==> config.mk <==
export PLATFORM = sky130hd
export DESIGN_NAME = tqvp_rejunity_vga_capture
export DESIGN_NICKNAME = d
export VERILOG_FILES = /design/src/rtl/tqvp_rejunity_vga_capture.sv
export SDC_FILE = /design/constraint.sdc
export NUM_CORES = 1
export LEC_CHECK = 0
export BUFFER_PORTS_ARGS = -buffer_cell sky130_fd_sc_hd__buf_2
export CORE_ASPECT_RATIO = 2
export CORE_MARGIN = 2
export CORE_UTILIZATION = 62
export DETAILED_ROUTE_END_ITERATION = 6
export GPL_TIMING_DRIVEN = 0
export PLACE_DENSITY_LB_ADDON = 0.25
export RECOVER_POWER = 100
export SLEW_MARGIN = 20
export SYNTH_ARGS = -nofsm -noshare
export SYNTH_HDL_FRONTEND = slang
export SYNTH_SLANG_ARGS = --single-unit
export TNS_END_PERCENT = 50
==> constraint.sdc <==
create_clock -name clk -period 3.9 [get_ports clk]
set_clock_uncertainty 0.1 [all_clocks]
set_input_delay 0.78 -clock clk [delete_from_list [all_inputs] [get_ports clk]]
set_output_delay 0.78 -clock clk [all_outputs]
set_load 0.005 [all_outputs]
==> src/rtl/tqvp_rejunity_vga_capture.sv <==
// VGA input capture peripheral for TinyQV: measures sync timing and captures one
// selected line as 256 one-bit pixels, laid out like the VGA output video memory.
module tqvp_rejunity_vga_capture #(
   parameter int HCNT_W = 12,
   parameter int VCNT_W = 10
) (
   input  logic        clk,
   input  logic        rst_n,
   input  logic [7:0]  ui_in,
   output logic [7:0]  uo_out,
   input  logic [5:0]  address,
   input  logic [31:0] data_in,
   input  logic [1:0]  data_write_n,
   input  logic [1:0]  data_read_n,
   output logic [31:0] data_out,
   output logic        data_ready,
   output logic        user_interrupt
);

   localparam logic [2:0] S_IDLE       = 3'd0;
   localparam logic [2:0] S_WAIT_FRAME = 3'd1;
   localparam logic [2:0] S_WAIT_LINE  = 3'd2;
   localparam logic [2:0] S_DELAY      = 3'd3;
   localparam logic [2:0] S_SAMPLE     = 3'd4;

   localparam logic [HCNT_W-1:0] HMAX = '1;
   localparam logic [VCNT_W-1:0] VMAX = '1;

   logic [2:0]        state;
   logic              done;
   logic              short_flag;
   logic              locked;
   logic              hs_pol;
   logic              vs_pol;
   logic [VCNT_W-1:0] cap_line;
   logic [HCNT_W-1:0] h_start;
   logic [7:0]        h_step;
   logic [5:0]        match_col;
   logic [5:0]        match_mask;
   logic [HCNT_W-1:0] hcnt;
   logic [HCNT_W-1:0] hperiod;
   logic [HCNT_W-1:0] hwidth;
   logic [VCNT_W-1:0] lcnt;
   logic [VCNT_W-1:0] vlines;
   logic [VCNT_W-1:0] vw_cnt;
   logic [VCNT_W-1:0] vwidth;
   logic [VCNT_W-1:0] aln;
   logic [HCNT_W-1:0] dcnt;
   logic [7:0]        scnt;
   logic [7:0]        idx;
   logic [255:0]      cap_buf;

   logic              hs, vs, hs_d, vs_d;
   logic              h_le, h_te, v_le, v_te;
   logic [HCNT_W-1:0] hcnt_inc;
   logic [VCNT_W-1:0] lcnt_inc, vw_inc, aln_inc;
   logic [5:0]        rrggbb;
   logic              pixel;
   logic              write_en;
   logic [3:0]        reg_sel;
   logic              ctrl_wr;
   logic              armed;
   logic              unused_bits;

   // hs/vs are 1 while the sync pulse is active, whatever the wire polarity
   assign hs   = ui_in[7] ~^ hs_pol;
   assign vs   = ui_in[3] ~^ vs_pol;
   assign h_le = hs & ~hs_d;
   assign h_te = ~hs & hs_d;
   assign v_le = vs & ~vs_d;
   assign v_te = ~vs & vs_d;

   assign hcnt_inc = (hcnt == HMAX)   ? HMAX : hcnt + HCNT_W'(1);
   assign lcnt_inc = (lcnt == VMAX)   ? VMAX : lcnt + VCNT_W'(1);
   assign vw_inc   = (vw_cnt == VMAX) ? VMAX : vw_cnt + VCNT_W'(1);
   assign aln_inc  = (aln == VMAX)    ? VMAX : aln + VCNT_W'(1);

   assign rrggbb = {ui_in[6:4], ui_in[2:0]};
   assign pixel  = ((rrggbb ^ match_col) & match_mask) == 6'd0;

   assign write_en = (data_write_n != 2'b11);
   assign reg_sel  = address[5:2];
   assign ctrl_wr  = write_en && (reg_sel == 4'h8);
   assign armed    = (state != S_IDLE);

   assign uo_out         = 8'd0;
   assign data_ready     = 1'b1;
   assign user_interrupt = done;
   assign unused_bits    = &{1'b0, data_read_n, address[1:0], data_in[31:14]};

   always_ff @(posedge clk) begin
      if (!rst_n) begin
         hs_d    <= 1'b0;
         vs_d    <= 1'b0;
         hcnt    <= '0;
         hperiod <= '0;
         hwidth  <= '0;
         locked  <= 1'b0;
      end else begin
         hs_d <= hs;
         vs_d <= vs;
         if (h_le) begin
            hperiod <= hcnt_inc;
            locked  <= (hcnt_inc == hperiod) && (hcnt_inc != HMAX);
            hcnt    <= '0;
         end else begin
            hcnt <= hcnt_inc;
         end
         if (h_te) hwidth <= hcnt_inc;
      end
   end

   // A line starting in the same cycle as vsync counts towards the new frame
   always_ff @(posedge clk) begin
      if (!rst_n) begin
         lcnt   <= '0;
         vlines <= '0;
         vw_cnt <= '0;
         vwidth <= '0;
         aln    <= '0;
      end else begin
         if (v_le) begin
            vlines <= lcnt;
            lcnt   <= VCNT_W'(h_le);
            vw_cnt <= VCNT_W'(h_le);
         end else if (h_le) begin
            lcnt <= lcnt_inc;
            if (vs) vw_cnt <= vw_inc;
         end
         if (v_te) begin
            vwidth <= vw_cnt;
            aln    <= '0;
         end else if (h_le) begin
            aln <= aln_inc;
         end
      end
   end

   always_ff @(posedge clk) begin
      if (!rst_n) begin
         cap_line   <= '0;
         h_start    <= '0;
         h_step     <= '0;
         match_col  <= '0;
         match_mask <= '0;
         hs_pol     <= 1'b0;
         vs_pol     <= 1'b0;
      end else if (write_en) begin
         case (reg_sel)
            4'h8: begin
               hs_pol <= data_in[1];
               vs_pol <= data_in[2];
            end
            4'h9: cap_line <= data_in[VCNT_W-1:0];
            4'hA: h_start  <= data_in[HCNT_W-1:0];
            4'hB: h_step   <= data_in[7:0];
            4'hC: begin
               match_col  <= data_in[5:0];
               match_mask <= data_in[13:8];
            end
            default: ;
         endcase
      end
   end

   // CPU writes to CTRL take priority over any progress of the capture
   always_ff @(posedge clk) begin
      if (!rst_n) begin
         state      <= S_IDLE;
         done       <= 1'b0;
         short_flag <= 1'b0;
         dcnt       <= '0;
         scnt       <= '0;
         idx        <= '0;
         cap_buf    <= '0;
      end else if (ctrl_wr) begin
         if (data_in[0]) begin
            state      <= S_WAIT_FRAME;
            done       <= 1'b0;
            short_flag <= 1'b0;
         end else begin
            state <= S_IDLE;
         end
      end else begin
         case (state)
            S_WAIT_FRAME: if (v_te) state <= S_WAIT_LINE;
            S_WAIT_LINE: begin
               if (h_te && (aln == cap_line)) begin
                  dcnt  <= h_start;
                  idx   <= '0;
                  scnt  <= '0;
                  state <= (h_start == '0) ? S_SAMPLE : S_DELAY;
               end
            end
            S_DELAY: begin
               dcnt <= dcnt - HCNT_W'(1);
               if (dcnt == HCNT_W'(1)) state <= S_SAMPLE;
            end
            S_SAMPLE: begin
               if (h_le) begin
                  short_flag <= 1'b1;
                  done       <= 1'b1;
                  state      <= S_IDLE;
               end else if (scnt == 8'd0) begin
                  cap_buf[idx] <= pixel;
                  scnt         <= h_step;
                  if (idx == 8'hFF) begin
                     done  <= 1'b1;
                     state <= S_IDLE;
                  end else begin
                     idx <= idx + 8'd1;
                  end
               end else begin
                  scnt <= scnt - 8'd1;
               end
            end
            default: state <= S_IDLE;
         endcase
      end
   end

   always_comb begin
      data_out = '0;
      if (!address[5]) begin
         data_out = cap_buf[{address[4:2], 5'b00000} +: 32];
      end else begin
         case (address[4:2])
            3'd0: data_out = {25'd0, state, short_flag, locked, done, armed};
            3'd1: data_out[VCNT_W-1:0] = cap_line;
            3'd2: data_out[HCNT_W-1:0] = h_start;
            3'd3: data_out[7:0] = h_step;
            3'd4: data_out = {18'd0, match_mask, 2'd0, match_col};
            3'd5: data_out[HCNT_W-1:0] = hperiod;
            3'd6: data_out[HCNT_W-1:0] = hwidth;
            default: begin
               data_out[VCNT_W-1:0]  = vlines;
               data_out[16 +: VCNT_W] = vwidth;
            end
         endcase
      end
   end

endmodule

==> impl_metrics.ini, run 1 <==
[run_status]
status = aborted with a tool error
lastStage = global routing (5_1_grt)
error = [ERROR GRT-0116] Global routing finished with congestion. Check the congestion regions in the DRC Viewer.

[floorplanning]
die_w_um = 132
start_util_pct = 62.3
die_y_um = 260
rows = 94
top_level_ports = 94

[placed_design]
dp_slack_ns = -1.03
io_buffers = 60
post-dp-hpwl_um = 68700
place.gp.congestion = 1.14

[yosys]
async_reset_ff_share_pct = 0
synthSimpleGateAreaFrac_pct = 18.8
ys_ff_latch = 422
synth_top_family_by_area = compound AO/OA/AOI/OAI gates
ys_seq_area_share_pct = 41.5
synth-xor-area-share_pct = 2.11
syn_area_um2 = 20400
synthDistinctLibCells = 65
ys.flop_type = dfxtp_1
yosys.area.top_type = dfxtp_1
synth_edf_count = 0
synthTopCellsByArea = dfxtp_1, a21oi_1, mux4_2
synth.area.mux_share_pct = 12.6
ys_warn_count = 0
synth_compound_area_share_pct = 19.5
postSynthCellCount = 2425
syn_avg_cell_area_um2 = 8.40
netlist.area_leader.share_pct = 41.5
synth_fa_ha_area_share_pct = 0.737

[clock_tree]
cts_hold_buf = 0
post_cts_buffers = 0
clock_path_buffers = 3
cts_max_level = 2
numCtsBuffers = 39
clkSinkCount = 422
cts_resized = 41
cts_root_buf = clkbuf_16

[grt]
grt_start_max_net_pins = 17
track_usage_pct = 56.1
grt_pass1_wl_um = 143000
grt_overflow = 5
grt_pass1_vias = 22500
cell usage after synthesis (all sizes together) (3+ instances only):
library cell  number
o211ai             6
or2                3
xor2              25
nor2             184
mux2               6
mux4              74
ha                12
nand4             18
nor4              14
or4                4
nor2b             16
o31ai              5
nand2            134
buf               48
nor3b              4
dfxtp            422
and3              10
nor3              41
clkbuf           168
a31oi             14
and2               9
a21oi            349
a211oi            21
o21bai             4
mux2i             84
o22ai              4
a22oi              7
nand3            320
nand2b            14
xnor2             24
and4               5
o21ai            316
inv               18
or3                9
through the flow:
stage / instances / cell area, um^2
2_1_floorplan: 2432 / 20400
3_3_place_gp: 2924 / 21200
3_5_place_dp: 2924 / 21300
4_1_cts: 2986 / 22600
kinds of logic after synthesis:
kind of cell | Yosys count
xor+xnor | 49
buf+inv | 235
simple gates | 792
compound gates | 749
flops | 422
mux | 164
other cells | 2
fa+ha+maj | 12
per-layer routing:
layer | GRT overflow | GRT usage [%]
met5 | 0 | 2.71
met4 | 3 | 64.8
met3 | 0 | 22.5
met2 | 2 | 88.3
met1 | 0 | 50.9
==> run 2: changes to the inputs <==
- CORE_ASPECT_RATIO: 2 -> default
- CORE_UTILIZATION: 62 -> 40
- PLACE_DENSITY_LB_ADDON: 0.25 -> 0.15
==> run 2 against run 1 <==
The flow now finishes, with violations (negative setup slack); area after synthesis unchanged; synthesized cell count unchanged.
==> impl_metrics.ini, run 2 <==
[run_status]
status = finished with violations
violations = negative setup slack

[critical_path]
r2r_start = hs_pol
crit_arrival_ns = 3.03
worst_r2r_endpoint = cap_buf[126]
r2r_cells = 9
worstSetupPathType = input port to output pin
worstPathRequired_ns = 3.02
end_kind = output pin
crit_path_start_kind = input port
rrSetupSlack_ns = 0.01
worstPathMaxFanout = 10

[grt]
grt_start_max_net_pins = 14
grt_overflow = 0
antenna_found_initial = 2
grt_pass1_vias = 18700
grt_pass1_wl_um = 119000
track_usage_pct = 30.0

[layout]
syn2layout_area_growth_pct = 14.2
regMostFlops = cap_buf
seqCellArea_um2 = 8450
fillers = 4991
drive_gt1_share_pct = 11.6
largest_reg_flops = 256
multiInputGateArea_um2 = 11000
final_common_cell = dfxtp_1
nets = 2604
layout_common_cells = dfxtp_1, a21oi_1, nand3_1

[clock_tree]
cts_max_level = 2
clk_pin_slew_ns = 0.06
post_cts_buffers = 0
clock_latency_ns = 0.60
clock_path_buffers = 3
cts_tree = done
cts_hold_buf = 0
cts_root_buf = clkbuf_16
numCtsBuffers = 47
clkSinkCount = 422

[detailed_routing]
route.met3.wl_um = 6040
initialDrtViolationCount = 2278
antenna_left = 0
drc = 0
vias_per_cell = 6.09
dr.max_layer_used = met4
dr.pass1.iters = 6
wl_per_cell_um = 24.9
wl_met1_um = 33100
vias = 19800
drt-total-wl_um = 80900
dr_wl_met2_um = 38100

[placed_design]
dp_slack_ns = -0.955
post-dp-hpwl_um = 60900
io_buffers = 60
place.gp.congestion = 0.972

[min_path]
hp-class = input port to register
holdPathEnd = match_mask[5]
hp-start = data_in[13]
hold-path-cell-count = 3

[yosys]
synthDistinctLibCells = 65
ys.flop_type = dfxtp_1
yosys.area.top_type = dfxtp_1
ys_seq_area_share_pct = 41.5
ys_warn_count = 0
syn_avg_cell_area_um2 = 8.40
synthTopCellsByArea = dfxtp_1, a21oi_1, mux4_2
yosysMostFrequentCell = dfxtp_1
synth_edf_count = 0
ys_ff_latch = 422
postSynthCellCount = 2425
yosys-top-cells-count = dfxtp_1, a21oi_1, nand3_1
syn_area_um2 = 20400
async_reset_ff_share_pct = 0
netlist.area_leader.share_pct = 41.5

[power]
powerDensity_nw_per_um2 = 419
p_leak_nw = 7.75
ir_drop_mv = 0.301
fin_total_pwr_mw = 9.76

[timing]
fmax_mhz = 256
setup_viol_count_final = 2
worst_pin_slew_ns = 1.11
fin_ws_ns = -0.0114
max_slew_margin_pct = 25.8
finalHoldViolCount = 0
rsz0062_at_grt = true
finalCritPeriodShare_pct = 100
finalCriticalPeriod_ns = 3.91
maxSlewViolCount = 0

[floorplanning]
die_w_um = 230
die_y_um = 230
dieArea_um2 = 52800
rows = 82
top_level_ports = 94
fp.coreArea_um2 = 50300
start_util_pct = 40.5

[job]
cap_violations = 0
[run 2: cell counts after synthesis]
No cell type changed its count.
[run 2: through the flow]
step | utilization, % | cell area [um^2] | instances | hold slack [ns] | setup TNS, ns
global route | 46.3 | 23300 | 3246 | 0.346 | -0.0126
finish | 46.3 | 23300 | 3247 | 0.339 | -0.0147
detailed placement | 42.9 | 21500 | 3164 | 0.349 | -23.04
CTS | 46.3 | 23300 | 3246 | 0.320 | 0
floorplan | - | 20400 | 2432 | 0.333 | 0
global placement | 42.9 | 21500 | 3164 | 0.346 | -22.10
[run 2: cell families after synthesis]
logic type	share of synthesized area, %
flops	41.5
mux	12.6
buf+inv	4.69
compound gates	19.5
fa+ha+maj	0.737
other cells	0.0369
simple gates	18.8
xor+xnor	2.11
[run 2: critical path, stage by stage]
cell and delay (ns):
clkbuf_1 0.37, clkbuf_8 0.32, buf_2 0.32, mux4_2 0.44, a211oi_1 0.43, a21oi_1 0.16, buf_2 0.19
[run 2: worst max path at each step]
stage	from	end	slack [ns]	cells past startpoint
6_report	address[3]	data_out[4]	-0.01	7
5_1_grt	address[3]	data_out[24]	-0.01	7
4_1_cts	address[3]	data_out[15]	0.02	7
3_5_place_dp	address[2]	data_out[24]	-0.96	10
3_3_place_gp	address[2]	data_out[24]	-0.98	10
2_1_floorplan	address[2]	data_out[11]	0.51	6
[run 2: timing repair]
action                     4_1_cts  5_1_grt
gates resized for setup         40       11
pin swaps                        0        1
gates cloned                     0        0
setup endpoints to repair       32       16
[run 2: layout make-up]
type / instances / area share (%)
multi-input combinational: 1775 / 47.3
sequential: 422 / 36.3
clock buffer: 65 / 5.94
buffer: 215 / 4.08
tap: 672 / 3.61
timing repair buffer: 60 / 1.30
clock inverter: 18 / 1.12
inverter: 19 / 0.306
antenna: 1 / 0.0107
[run 2: layer usage]
metal,track usage [%],up-vias
met2,50.1,964
met3,3.84,210
li1,-,9028
met4,13.7,0
met5,0,-
met1,38.7,9561
[run 2: power breakdown]
group	switching [mW]	internal (mW)
clock	1.93	2.81
combinational	0.455	0.177
sequential	0.0386	4.34
Note: power is estimated with default switching activity, not from simulation.
